`config.mk`:
```
export PLATFORM = sky130hd
export DESIGN_NAME = red_pitaya_hk_ext
export DESIGN_NICKNAME = d
export VERILOG_FILES = /design/src/rtl/red_pitaya_hk_ext.sv
export SDC_FILE = /design/constraint.sdc
export NUM_CORES = 1
export LEC_CHECK = 0
export ABC_CLOCK_PERIOD_IN_PS = 3800
export BUFFER_PORTS_ARGS = -buffer_cell sky130_fd_sc_hd__buf_2
export CAP_MARGIN = 20
export CELL_PAD_IN_SITES_DETAIL_PLACEMENT = 1
export CELL_PAD_IN_SITES_GLOBAL_PLACEMENT = 1
export CORE_MARGIN = 5
export CORE_UTILIZATION = 44
export CTS_BUF_LIST = sky130_fd_sc_hd__clkbuf_4 sky130_fd_sc_hd__clkbuf_8 sky130_fd_sc_hd__clkbuf_16
export DETAILED_ROUTE_END_ITERATION = 8
export GPL_TIMING_DRIVEN = 0
export PLACE_DENSITY = 0.87
export REMOVE_ABC_BUFFERS = 1
export SKIP_CTS_REPAIR_TIMING = 1
export SLEW_MARGIN = 20
export SYNTH_ARGS = -nofsm -noshare
export SYNTH_HDL_FRONTEND = slang
export SYNTH_HIERARCHICAL = 1
export SYNTH_SLANG_ARGS = --single-unit
```
`constraint.sdc`:
```
create_clock -name clk_i -period 3.8 [get_ports clk_i]
set_clock_uncertainty 0.1 [all_clocks]
set_input_delay 0.38 -clock clk_i [delete_from_list [all_inputs] [get_ports clk_i]]
set_output_delay 0.38 -clock clk_i [all_outputs]
set_load 0.1 [all_outputs]
```
`src/rtl/red_pitaya_hk_ext.sv`:
```
// Housekeeping slot: board ID, device DNA readout, LEDs with per-bit blink,
// expansion GPIO with synchronised inputs and sticky rising-edge flags, loopback bit.

// Behavioural stand-in for the DNA_PORT primitive, advanced on each dna_clk rising edge.
module red_pitaya_hk_ext_dna #(
  parameter logic [56:0] DNA = 57'h0823456789ABCDE
) (
  input  logic clk_i,
  input  logic rst_i,
  input  logic i_ce,
  input  logic i_read,
  input  logic i_shift,
  input  logic i_din,
  output logic o_dout
);
  logic [56:0] r_sr;

  always_ff @(posedge clk_i) begin
    if (rst_i)        r_sr <= '0;
    else if (i_ce) begin
      if (i_read)       r_sr <= DNA;
      else if (i_shift) r_sr <= {r_sr[55:0], i_din};
    end
  end

  assign o_dout = r_sr[56];
endmodule

module red_pitaya_hk_ext #(
  parameter int          DWL      = 8,
  parameter int          DWE      = 8,
  parameter logic [56:0] DNA      = 57'h0823456789ABCDE,
  parameter logic [3:0]  BOARD_ID = 4'h1,
  parameter logic [7:0]  HK_REV   = 8'h02,
  parameter int          DNA_DIV  = 4,
  parameter int          BLINK_W  = 24
) (
  input  logic           clk_i,
  input  logic           rst_i,
  output logic [DWL-1:0] led_o,
  output logic           digital_loop,
  input  logic [DWE-1:0] exp_p_dat_i,
  input  logic [DWE-1:0] exp_n_dat_i,
  output logic [DWE-1:0] exp_p_dat_o,
  output logic [DWE-1:0] exp_n_dat_o,
  output logic [DWE-1:0] exp_p_dir_o,
  output logic [DWE-1:0] exp_n_dir_o,
  input  logic [31:0]    sys_addr,
  input  logic [31:0]    sys_wdata,
  input  logic [3:0]     sys_sel,
  input  logic           sys_wen,
  input  logic           sys_ren,
  output logic [31:0]    sys_rdata,
  output logic           sys_err,
  output logic           sys_ack
);
  localparam int DIV_W = (DNA_DIV > 1) ? $clog2(DNA_DIV) : 1;
  typedef enum logic [1:0] {S_IDLE, S_LOAD, S_SHIFT, S_DONE} dna_st_t;

  logic [19:0]        w_addr;
  logic               w_acc, w_hit, w_restart, w_wr_per, w_tick, w_last, w_dna_rise, w_dna_dout;
  logic [31:0]        w_rd;
  logic [DWE-1:0]     w_clr_p, w_clr_n;
  logic               w_unused;

  logic               r_loop, r_phase, r_ack, r_err;
  logic [31:0]        r_rdata;
  logic [DWE-1:0]     r_dir_p, r_dir_n, r_dat_p, r_dat_n;
  logic [DWE-1:0]     r_s1_p, r_s2_p, r_s3_p, r_s1_n, r_s2_n, r_s3_n, r_stk_p, r_stk_n;
  logic [DWL-1:0]     r_led, r_mask;
  logic [BLINK_W-1:0] r_per, r_bcnt;
  dna_st_t            r_state;
  logic [DIV_W-1:0]   r_div;
  logic               r_dna_clk, r_dna_read, r_dna_shift, r_dna_done;
  logic [5:0]         r_bits;
  logic [56:0]        r_dna_value;

  assign w_addr    = sys_addr[19:0];
  assign w_acc     = sys_wen | sys_ren;
  assign w_restart = sys_wen && (w_addr == 20'h0C) && sys_wdata[1];
  assign w_wr_per  = sys_wen && (w_addr == 20'h38);
  assign w_clr_p   = (sys_wen && (w_addr == 20'h28)) ? sys_wdata[DWE-1:0] : '0;
  assign w_clr_n   = (sys_wen && (w_addr == 20'h2C)) ? sys_wdata[DWE-1:0] : '0;
  assign w_unused  = ^{sys_sel, sys_addr[31:20], sys_wdata};

  // DNA readout: ticks at divider wrap; the last capture in SHIFT suppresses the next rising edge.
  assign w_tick     = (r_div == DIV_W'(DNA_DIV - 1));
  assign w_last     = (r_bits == 6'd56);
  assign w_dna_rise = w_tick & ~r_dna_clk & ~w_restart &
                      ((r_state == S_LOAD) | ((r_state == S_SHIFT) & ~w_last));

  red_pitaya_hk_ext_dna #(.DNA(DNA)) u_dna (
    .clk_i   (clk_i),
    .rst_i   (rst_i),
    .i_ce    (w_dna_rise),
    .i_read  (r_dna_read),
    .i_shift (r_dna_shift),
    .i_din   (1'b0),
    .o_dout  (w_dna_dout)
  );

  always_ff @(posedge clk_i) begin
    if (rst_i || w_restart) begin
      r_state     <= S_LOAD;
      r_div       <= '0;
      r_dna_clk   <= 1'b0;
      r_dna_read  <= 1'b1;
      r_dna_shift <= 1'b0;
      r_bits      <= '0;
      r_dna_value <= '0;
      r_dna_done  <= 1'b0;
    end else begin
      r_div <= w_tick ? '0 : r_div + DIV_W'(1);
      case (r_state)
        S_LOAD: if (w_tick) begin
          r_dna_clk <= ~r_dna_clk;
          if (r_dna_clk) begin
            r_state     <= S_SHIFT;
            r_dna_read  <= 1'b0;
            r_dna_shift <= 1'b1;
          end
        end
        S_SHIFT: if (w_tick) begin
          if (!r_dna_clk) begin
            r_dna_value <= {r_dna_value[55:0], w_dna_dout};
            r_bits      <= r_bits + 6'd1;
            if (w_last) begin
              r_state     <= S_DONE;
              r_dna_shift <= 1'b0;
              r_dna_done  <= 1'b1;
            end else begin
              r_dna_clk <= 1'b1;
            end
          end else begin
            r_dna_clk <= 1'b0;
          end
        end
        S_DONE: ;
        default: begin
          r_state    <= S_LOAD;
          r_dna_read <= 1'b1;
        end
      endcase
    end
  end

  always_ff @(posedge clk_i) begin
    if (rst_i) begin
      r_loop <= 1'b0;
      r_dir_p <= '0; r_dir_n <= '0; r_dat_p <= '0; r_dat_n <= '0;
      r_led <= '0; r_mask <= '0; r_per <= '0;
    end else if (sys_wen) begin
      case (w_addr)
        20'h0C: r_loop  <= sys_wdata[0];
        20'h10: r_dir_p <= sys_wdata[DWE-1:0];
        20'h14: r_dir_n <= sys_wdata[DWE-1:0];
        20'h18: r_dat_p <= sys_wdata[DWE-1:0];
        20'h1C: r_dat_n <= sys_wdata[DWE-1:0];
        20'h30: r_led   <= sys_wdata[DWL-1:0];
        20'h34: r_mask  <= sys_wdata[DWL-1:0];
        20'h38: r_per   <= sys_wdata[BLINK_W-1:0];
        default: ;
      endcase
    end
  end

  always_ff @(posedge clk_i) begin
    if (rst_i || w_wr_per || (r_per == '0)) begin
      r_bcnt  <= '0;
      r_phase <= 1'b0;
    end else if (r_bcnt == r_per - BLINK_W'(1)) begin
      r_bcnt  <= '0;
      r_phase <= ~r_phase;
    end else begin
      r_bcnt <= r_bcnt + BLINK_W'(1);
    end
  end

  // Set term is OR-ed after the clear so a coincident edge keeps the flag.
  always_ff @(posedge clk_i) begin
    if (rst_i) begin
      r_s1_p <= '0; r_s2_p <= '0; r_s3_p <= '0; r_stk_p <= '0;
      r_s1_n <= '0; r_s2_n <= '0; r_s3_n <= '0; r_stk_n <= '0;
    end else begin
      r_s1_p <= exp_p_dat_i; r_s2_p <= r_s1_p; r_s3_p <= r_s2_p;
      r_s1_n <= exp_n_dat_i; r_s2_n <= r_s1_n; r_s3_n <= r_s2_n;
      r_stk_p <= (r_stk_p & ~w_clr_p) | (r_s2_p & ~r_s3_p);
      r_stk_n <= (r_stk_n & ~w_clr_n) | (r_s2_n & ~r_s3_n);
    end
  end

  always_comb begin
    w_hit = 1'b1;
    w_rd  = '0;
    case (w_addr)
      20'h00: w_rd = {16'h0, HK_REV, 4'h0, BOARD_ID};
      20'h04: w_rd = r_dna_value[31:0];
      20'h08: w_rd = {r_dna_done, 6'h0, r_dna_value[56:32]};
      20'h0C: w_rd = {31'h0, r_loop};
      20'h10: w_rd = 32'(r_dir_p);
      20'h14: w_rd = 32'(r_dir_n);
      20'h18: w_rd = 32'(r_dat_p);
      20'h1C: w_rd = 32'(r_dat_n);
      20'h20: w_rd = 32'(r_s2_p);
      20'h24: w_rd = 32'(r_s2_n);
      20'h28: w_rd = 32'(r_stk_p);
      20'h2C: w_rd = 32'(r_stk_n);
      20'h30: w_rd = 32'(r_led);
      20'h34: w_rd = 32'(r_mask);
      20'h38: w_rd = 32'(r_per);
      default: w_hit = 1'b0;
    endcase
  end

  always_ff @(posedge clk_i) begin
    if (rst_i) begin
      r_ack   <= 1'b0;
      r_err   <= 1'b0;
      r_rdata <= '0;
    end else begin
      r_ack   <= w_acc;
      r_err   <= w_acc & ~w_hit;
      r_rdata <= w_acc ? w_rd : '0;
    end
  end

  assign led_o        = r_led ^ (r_mask & {DWL{r_phase}});
  assign digital_loop = r_loop;
  assign exp_p_dir_o  = r_dir_p;
  assign exp_n_dir_o  = r_dir_n;
  assign exp_p_dat_o  = r_dat_p;
  assign exp_n_dat_o  = r_dat_n;
  assign sys_rdata    = r_rdata;
  assign sys_err      = r_err;
  assign sys_ack      = r_ack;
endmodule

```
==> results of run 1 <==
-- final cells by class --
type	count	area (um^2)	area share (%)
Clock inverter	8	132.6	0.8441
Tap cell	390	488.0	3.106
Inverter	42	157.7	1.003
Sequential cell	324	6486	41.28
Antenna cell	1	2.502	0.01593
Timing Repair Buffer	171	1052	6.697
Multi-Input combinational cell	1035	6301	40.10
Clock buffer	54	1092	6.952
-- sequential cells by signal (all words and copies together), names as in the netlist, 2 cells and up --
register	count
exp_n_dir_o	8
r_state	2
r_s1_p	8
r_dna_value	57
r_div	2
exp_p_dir_o	8
r_led	8
r_bcnt	24
r_s2_n	8
r_mask	8
u_dna/r_sr	57
r_per	24
r_s2_p	8
r_s3_p	8
r_stk_n	8
r_bits	6
exp_n_dat_o	8
r_s3_n	8
r_stk_p	8
sys_rdata	32
r_s1_n	8
exp_p_dat_o	8
-- report_power, final --
| group | internal [mW] | total (mW) | switching, mW | leakage, nW |
|---|---|---|---|---|
| Clock | 2.19 | 3.63 | 1.44 | 0.612 |
| Combinational | 0.104 | 0.274 | 0.171 | 2.39 |
| Sequential | 3.45 | 3.49 | 0.0321 | 2.62 |
-- logic make-up after synthesis --
logic type | after synthesis
buffers and inverters | 158
xor gates and xnor gates | 59
adders and majority gates | 8
and+or+nand+nor | 632
muxes | 13
DFF | 324
other | 1
AOI/OAI and AO/OA | 321
-- worst reg2reg max path, stage by stage, from the launching register on --
cell,delay [ns]
dfxtp_1,0.44
or4_4,0.61
or4_1,0.68
nor4_1,0.36
o22ai_1,0.15
or4_1,0.56
nor3_4,0.53
nor3_1,0.10
-- layer usage --
| metal | share of wire (%) | vias to the layer above | wire length, um |
|---|---|---|---|
| met4 | 4.3 | 2 | 1917 |
| met2 | 48 | 607 | 21370 |
| met5 | 0.029 | - | 13 |
| met1 | 39 | 5967 | 17190 |
| met3 | 8.7 | 170 | 3864 |
| li1 | - | 5485 | - |
-- metrics by stage --
| step | area [um^2] | hold WS, ns | utilization (%) |
|---|---|---|---|
| 2_1_floorplan | 12820 | 0.3084 | - |
| 3_3_place_gp | 14000 | 0.3161 | 46.98 |
| 3_5_place_dp | 14320 | 0.3261 | 48.06 |
| 4_1_cts | 15540 | -0.04741 | 52.17 |
| 5_1_grt | 15710 | -0.02393 | 52.73 |
| 6_report | 15710 | -0.03817 | 52.73 |
-- placed cells by master, fill, tap and decap left out, types with 13 or more instances in the layout --
cell       count
nor3_1        38
dfxtp_1      324
a222oi_1      29
nand4_1       13
inv_1         41
a21oi_1      165
nand2b_1      24
buf_2        140
nand2_1      271
xnor2_1       33
a22oi_1       23
nor4_1        15
clkbuf_16     36
o221a_1       28
o32ai_2       23
xor2_1        26
nor2b_1       68
nor2_1        62
nand3_1       56
and3_1        13
-- worst paths after layout --
| path | from | to | slack, ns | depth (start not counted) |
|---|---|---|---|---|
| worst min-delay path | exp_n_dat_i[3] | r_s1_n[3] | -0.04 | 2 |
| worst max register to register | r_per[2] | r_bcnt[19] | 0.09 | 7 |
| worst min register to register | r_div[0] | r_div[0] | 0.33 | 1 |
| worst max-delay path | r_per[2] | r_bcnt[19] | 0.09 | 7 |
==> metrics.md, run 1 <==
| Metric | Value |
|---|---|
| Worst stage delay on the critical path | 0.68 ns |
| Commonest cells post-synth | dfxtp_1 (324), nand2_1 (272), a21oi_1 (165) |
| Most frequent CP cell | or4_1 |
| WL/cell | 21.90 um |
| Sequential area share after synthesis | 48.68% |
| Vias per cell | 6.040 |
| WP data required | 4.06 ns |
| Syn-to-layout area delta | 17.92% |
| Global-route wire length before repair | 65.28 mm |
| Post-DP HPWL | 27.08 mm |
| XOR/XNOR Fraction of Synth Area | 3.878% |
| Status | complete, but fails checks |
| Setup ws final | 0.08823 ns |
| Setup TNS Final | 0 ns |
| Crit path time final | 3.712 ns |
| Worst slack at placement | -0.1857 ns |
| Std-Cell Rows | 63 |
| CP Launch Type | flop |
| # IOs | 163 |
| Crit path kind | flop to flop |
| Post-synth ARST share | 0% |
| Post-synthesis mux area share | 1.052% |
| H-Tree Depth | 2 |
| DIE HEIGHT | 184.0 um |
| CTS Buf Count | 35 |
| Post-Synth Adder-Cell Area | 0.7512% |
| GR Util All Layers | 23.52% |
| Complex-gate fraction of the synthesized area | 17.68% |
| Failing checks | hold timing |
| Vias in the first global route | 12200 |
| CTS tree | done |
| Worst Setup End Kind | flop |
| Syn Area/Cell | 8.790 um^2 |
| Final setup vio count | 0 |
| Cells after DPL | 1949 |
| Slew headroom | 26.07% |
| Vias | 12230 |
| CTS Buffer Depth | 3 |
| Max Fclk | 269.4 MHz |
| Critical path's top delay family | simple AND/OR/NAND/NOR gates |
| Root Driver | clkbuf_16 |
| Detailed Routing Iterations Pass 1 | 6 |
| I/O Buffers | 138 |
| Crit path DAT | 3.97 ns |
| Largest family of logic cells by synthesized area | simple AND/OR/NAND/NOR gates |
| Met3 track demand over resource | 5.085% |
| Finished Layout Cells | 2025 |
| Fillers | 3452 |
| Busiest grt layer | met2 |
| ANT nets after route | 0 |
| Met2 usage | 39.58% |
| Grt met1 use | 29.48% |
| Worst Tran Pin Value | 1.109 ns |
| Final hold vios | 4 |
| PwrDens | 470.6 nW/um^2 |
| Tcrit/Tclk final | 97.68% |
| Clk slew on worst S/H paths | 0.07 ns |
| Simple-Gate Fraction of Synth Area | 22.96% |
| Most common cell in the netlist | dfxtp_1 |
| Core box area | 29800 um^2 |
| Initial antenna violation count | 2 |
| Yosys top cell area share | 48.68% |
| Iter 0 DRT Violations | 1543 |
| #FFs+latches synth | 324 |
| Total Wirelength | 44.36 mm |
| Final nets | 1705 |
| Initial Util | 44.72% |
| Synth unique cells | 61 |
| Residual DRC count | 0 |
| Largest area contributor in the netlist | dfxtp_1 |
| Cells after synthesis | 1516 |
| Worst skew pair latency | 0.54 ns |
| Number of flops mapped to enable cells by yosys | 0 |
| Layout cells sized above 1 | 17.44% |
| CP Buf/Inv Count | 0 |
| Largest net degree at the start of global routing | 105 |
| GPL Wtd Cong | 0.8465 |
| Pleak | 5.627 nW |
| Final Total Pwr | 7.394 mW |
| Synth Cell Area | 13330 um^2 |
| GRT overflow | 0 |
| Max Cap Viol | 0 |
| Main flop type after synthesis | dfxtp_1 |
| VDD IR-drop max | 0.0003714 V |
| Die area | 33870 um^2 |
| Hold WS | -0.03817 ns |
| Hold Crit Class | input pin to flop |
| Synth area leaders | dfxtp_1 (49%), nand2_1 (7.7%), a21oi_1 (6.2%), nor2b_1 (3.2%), o32ai_2 (2.8%) |
| Clk sinks | 324 |
| Yosys warnings | 6 |
| Final Max Slew Viols | 0 |
| Worst-path fanout max | 12 |
| Die W | 184.0 um |
| Critical path's slowest cell | or4_1 |
| Cell Chain, Critical Path | or4_4, or4_1, nor4_1, o22ai_1, or4_1, nor3_4, nor3_1 |
Power figures use the tool's default switching activity.
==> run 2: changes to the inputs <==
CELL_PAD_IN_SITES_DETAIL_PLACEMENT = 0   (was 1)
CELL_PAD_IN_SITES_GLOBAL_PLACEMENT = 2   (was 1)
CORE_UTILIZATION = 35   (was 44)
CTS_CLUSTER_DIAMETER = 150   (was not set)
==> run 2 against run 1 <==
  * The flow still finishes with violations (hold timing)
  * Critical path depth is 1 higher
  * Global-route usage is 6.4 points lower
  * Die area increased by 24%
  * Final area increased by 0.47%
==> metrics.md, run 2 (synthesized netlist as in run 1, its figures left out) <==
| Metric | Value |
|---|---|
| Final Max Slew Viols | 0 |
| VDD IR-drop max | 0.0003346 V |
| GPL Wtd Cong | 0.8230 |
| Vias in the first global route | 10650 |
| CP Launch Type | flop |
| WL/cell | 17.44 um |
| Fillers | 3836 |
| Root Driver | clkbuf_16 |
| GR Util All Layers | 17.08% |
| Unrepaired setup endpoints after global routing | no |
| Core box area | 37670 um^2 |
| I/O Buffers | 138 |
| Final setup vio count | 0 |
| Clk slew on worst S/H paths | 0.06 ns |
| CTS tree | done |
| Switch share | 21.86% |
| Internal Dissipation | 5.607 mW |
| Std-Cell Rows | 71 |
| Cell Area, Placed | 14470 um^2 |
| CTS Buf Count | 35 |
| Hold WS | -0.03272 ns |
| Residual DRC count | 0 |
| Die W | 205.1 um |
| Die area | 42070 um^2 |
| Max Fclk | 280.4 MHz |
| Iter 0 DRT Violations | 774 |
| # IOs | 163 |
| Post-layout instance area | 15790 um^2 |
| Crit path time final | 3.566 ns |
| Worst skew pair latency | 0.53 ns |
| Slew headroom | 24.77% |
| Vias per cell | 5.233 |
| Detailed Routing Iterations Pass 1 | 6 |
| Initial antenna violation count | 5 |
| Final hold vios | 2 |
| Proportion of power drawn by the clock network | 47.8% |
| WP data required | 4.06 ns |
| Worst Tran Pin Value | 1.128 ns |
| Layout cells sized above 1 | 17.20% |
| Syn-to-layout area delta | 18.47% |
| Crit path DAT | 3.82 ns |
| Status | complete, but fails checks |
| Tcrit/Tclk final | 93.85% |
| Final nets | 1706 |
| CTS Buffer Depth | 3 |
| Worst r2r src | r_per[2] |
| Register area | 6486 um^2 |
| Largest net degree at the start of global routing | 113 |
| Pleak | 5.595 nW |
| Commonest non-fill, non-tap cell in the layout | dfxtp_1 |
| Clk sinks | 324 |
| Area of the multi-input gates | 6284 um^2 |
| Hold Crit Endpoint | r_s1_p[4] |
| Hold Crit Class | input pin to flop |
| Total Wirelength | 37.42 mm |
| GRT overflow | 0 |
| R2R cell count | 8 |
| DIE HEIGHT | 205.1 um |
| Sequential Power Share | 48.5% |
| WHS Path Cells | 2 |
| Post-DP HPWL | 25.06 mm |
| Global-route wire length before repair | 58.36 mm |
| Flop-to-flop setup slack | 0.23 ns |
| Initial Util | 35.38% |
| Worst Setup End Kind | flop |
| Critical R2R Capture | r_bcnt[6] |
| H-Tree Depth | 2 |
| PwrDens | 454.6 nW/um^2 |
| Comb power frac | 3.7% |
| Failing checks | hold timing |
| Commonest cells after routing, fill and taps aside | dfxtp_1 (324), nand2_1 (271), a21oi_1 (165) |
| Hold Path Origin | exp_p_dat_i[4] |
| ANT nets after route | 0 |
| Switch Pwr | 1.569 mW |
| Max Cap Viol | 0 |
| Crit path kind | flop to flop |
| Vias | 11230 |
| Worst-path fanout max | 18 |
## run 2: changes by cell type in the layout (fill, tap and decap cells not counted), sizes merged
cell,change
buf,-1
bufinv,-1
clkbuf,-5
clkinv,+6
clkinvlp,-1
dlygate4sd3,+3
nor3,-1
## run 2: routing by layer
| metal | wire length, um | part of all wire (%) | up-vias | GRT usage [%] |
|---|---|---|---|---|
| li1 | - | - | 5504 | - |
| met1 | 17190 | 46 | 5350 | 24.01 |
| met2 | 17210 | 46 | 317 | 27.17 |
| met3 | 2294 | 6.1 | 54 | 3.340 |
| met4 | 685 | 1.8 | 6 | 4.043 |
| met5 | 38 | 0.10 | - | 0 |
## run 2: critical path: stages (launching register included)
cell and delay, ns:
dfxtp_1 0.46, or4_4 0.61, or4_1 0.68, o31ai_4 0.25, a21oi_1 0.11, or4_1 0.57
nor3_4 0.33, buf_8 0.22, nor3_1 0.07
## run 2: power by group through the flow
stage          combinational, mW  clock (mW)  sequential (mW)
2_1_floorplan              0.112           0             3.56
3_3_place_gp               0.242           0             3.56
5_1_grt                    0.292        3.65             3.49
3_5_place_dp               0.255           0             3.56
6_report                   0.266        3.43             3.48
4_1_cts                    0.256        3.52             3.48
## run 2: layout make-up
cell class	count	area share, %
Clock buffer	49	6.563
Antenna cell	1	0.01585
Tap cell	511	4.050
Sequential cell	324	41.09
Clock inverter	12	0.8164
Timing Repair Buffer	173	6.666
Inverter	42	0.9987
Multi-Input combinational cell	1034	39.80
## run 2: stage by stage
stage               util (%)  instances  power [mW]  setup TNS [ns]  worst slack, ns
floorplan                  -       1400       3.670        -0.06547         -0.02367
global placement       37.57       2049       3.797         -329.23           -2.603
detailed placement     38.41       2070       3.812          -10.97          -0.3518
CTS                    41.50       2131       7.253               0           0.1865
global route           41.90       2145       7.428               0          0.04600
finish                 41.91       2146       7.176               0           0.2336
## run 2: how the worst max path moves through the flow
stage,from,endpoint
2_1_floorplan,sys_addr[11],sys_rdata[6]
3_3_place_gp,sys_addr[11],sys_rdata[7]
3_5_place_dp,sys_addr[11],u_dna/r_sr[28]
4_1_cts,sys_addr[11],u_dna/r_sr[28]
5_1_grt,r_per[2],r_bcnt[6]
6_report,r_per[2],r_bcnt[6]
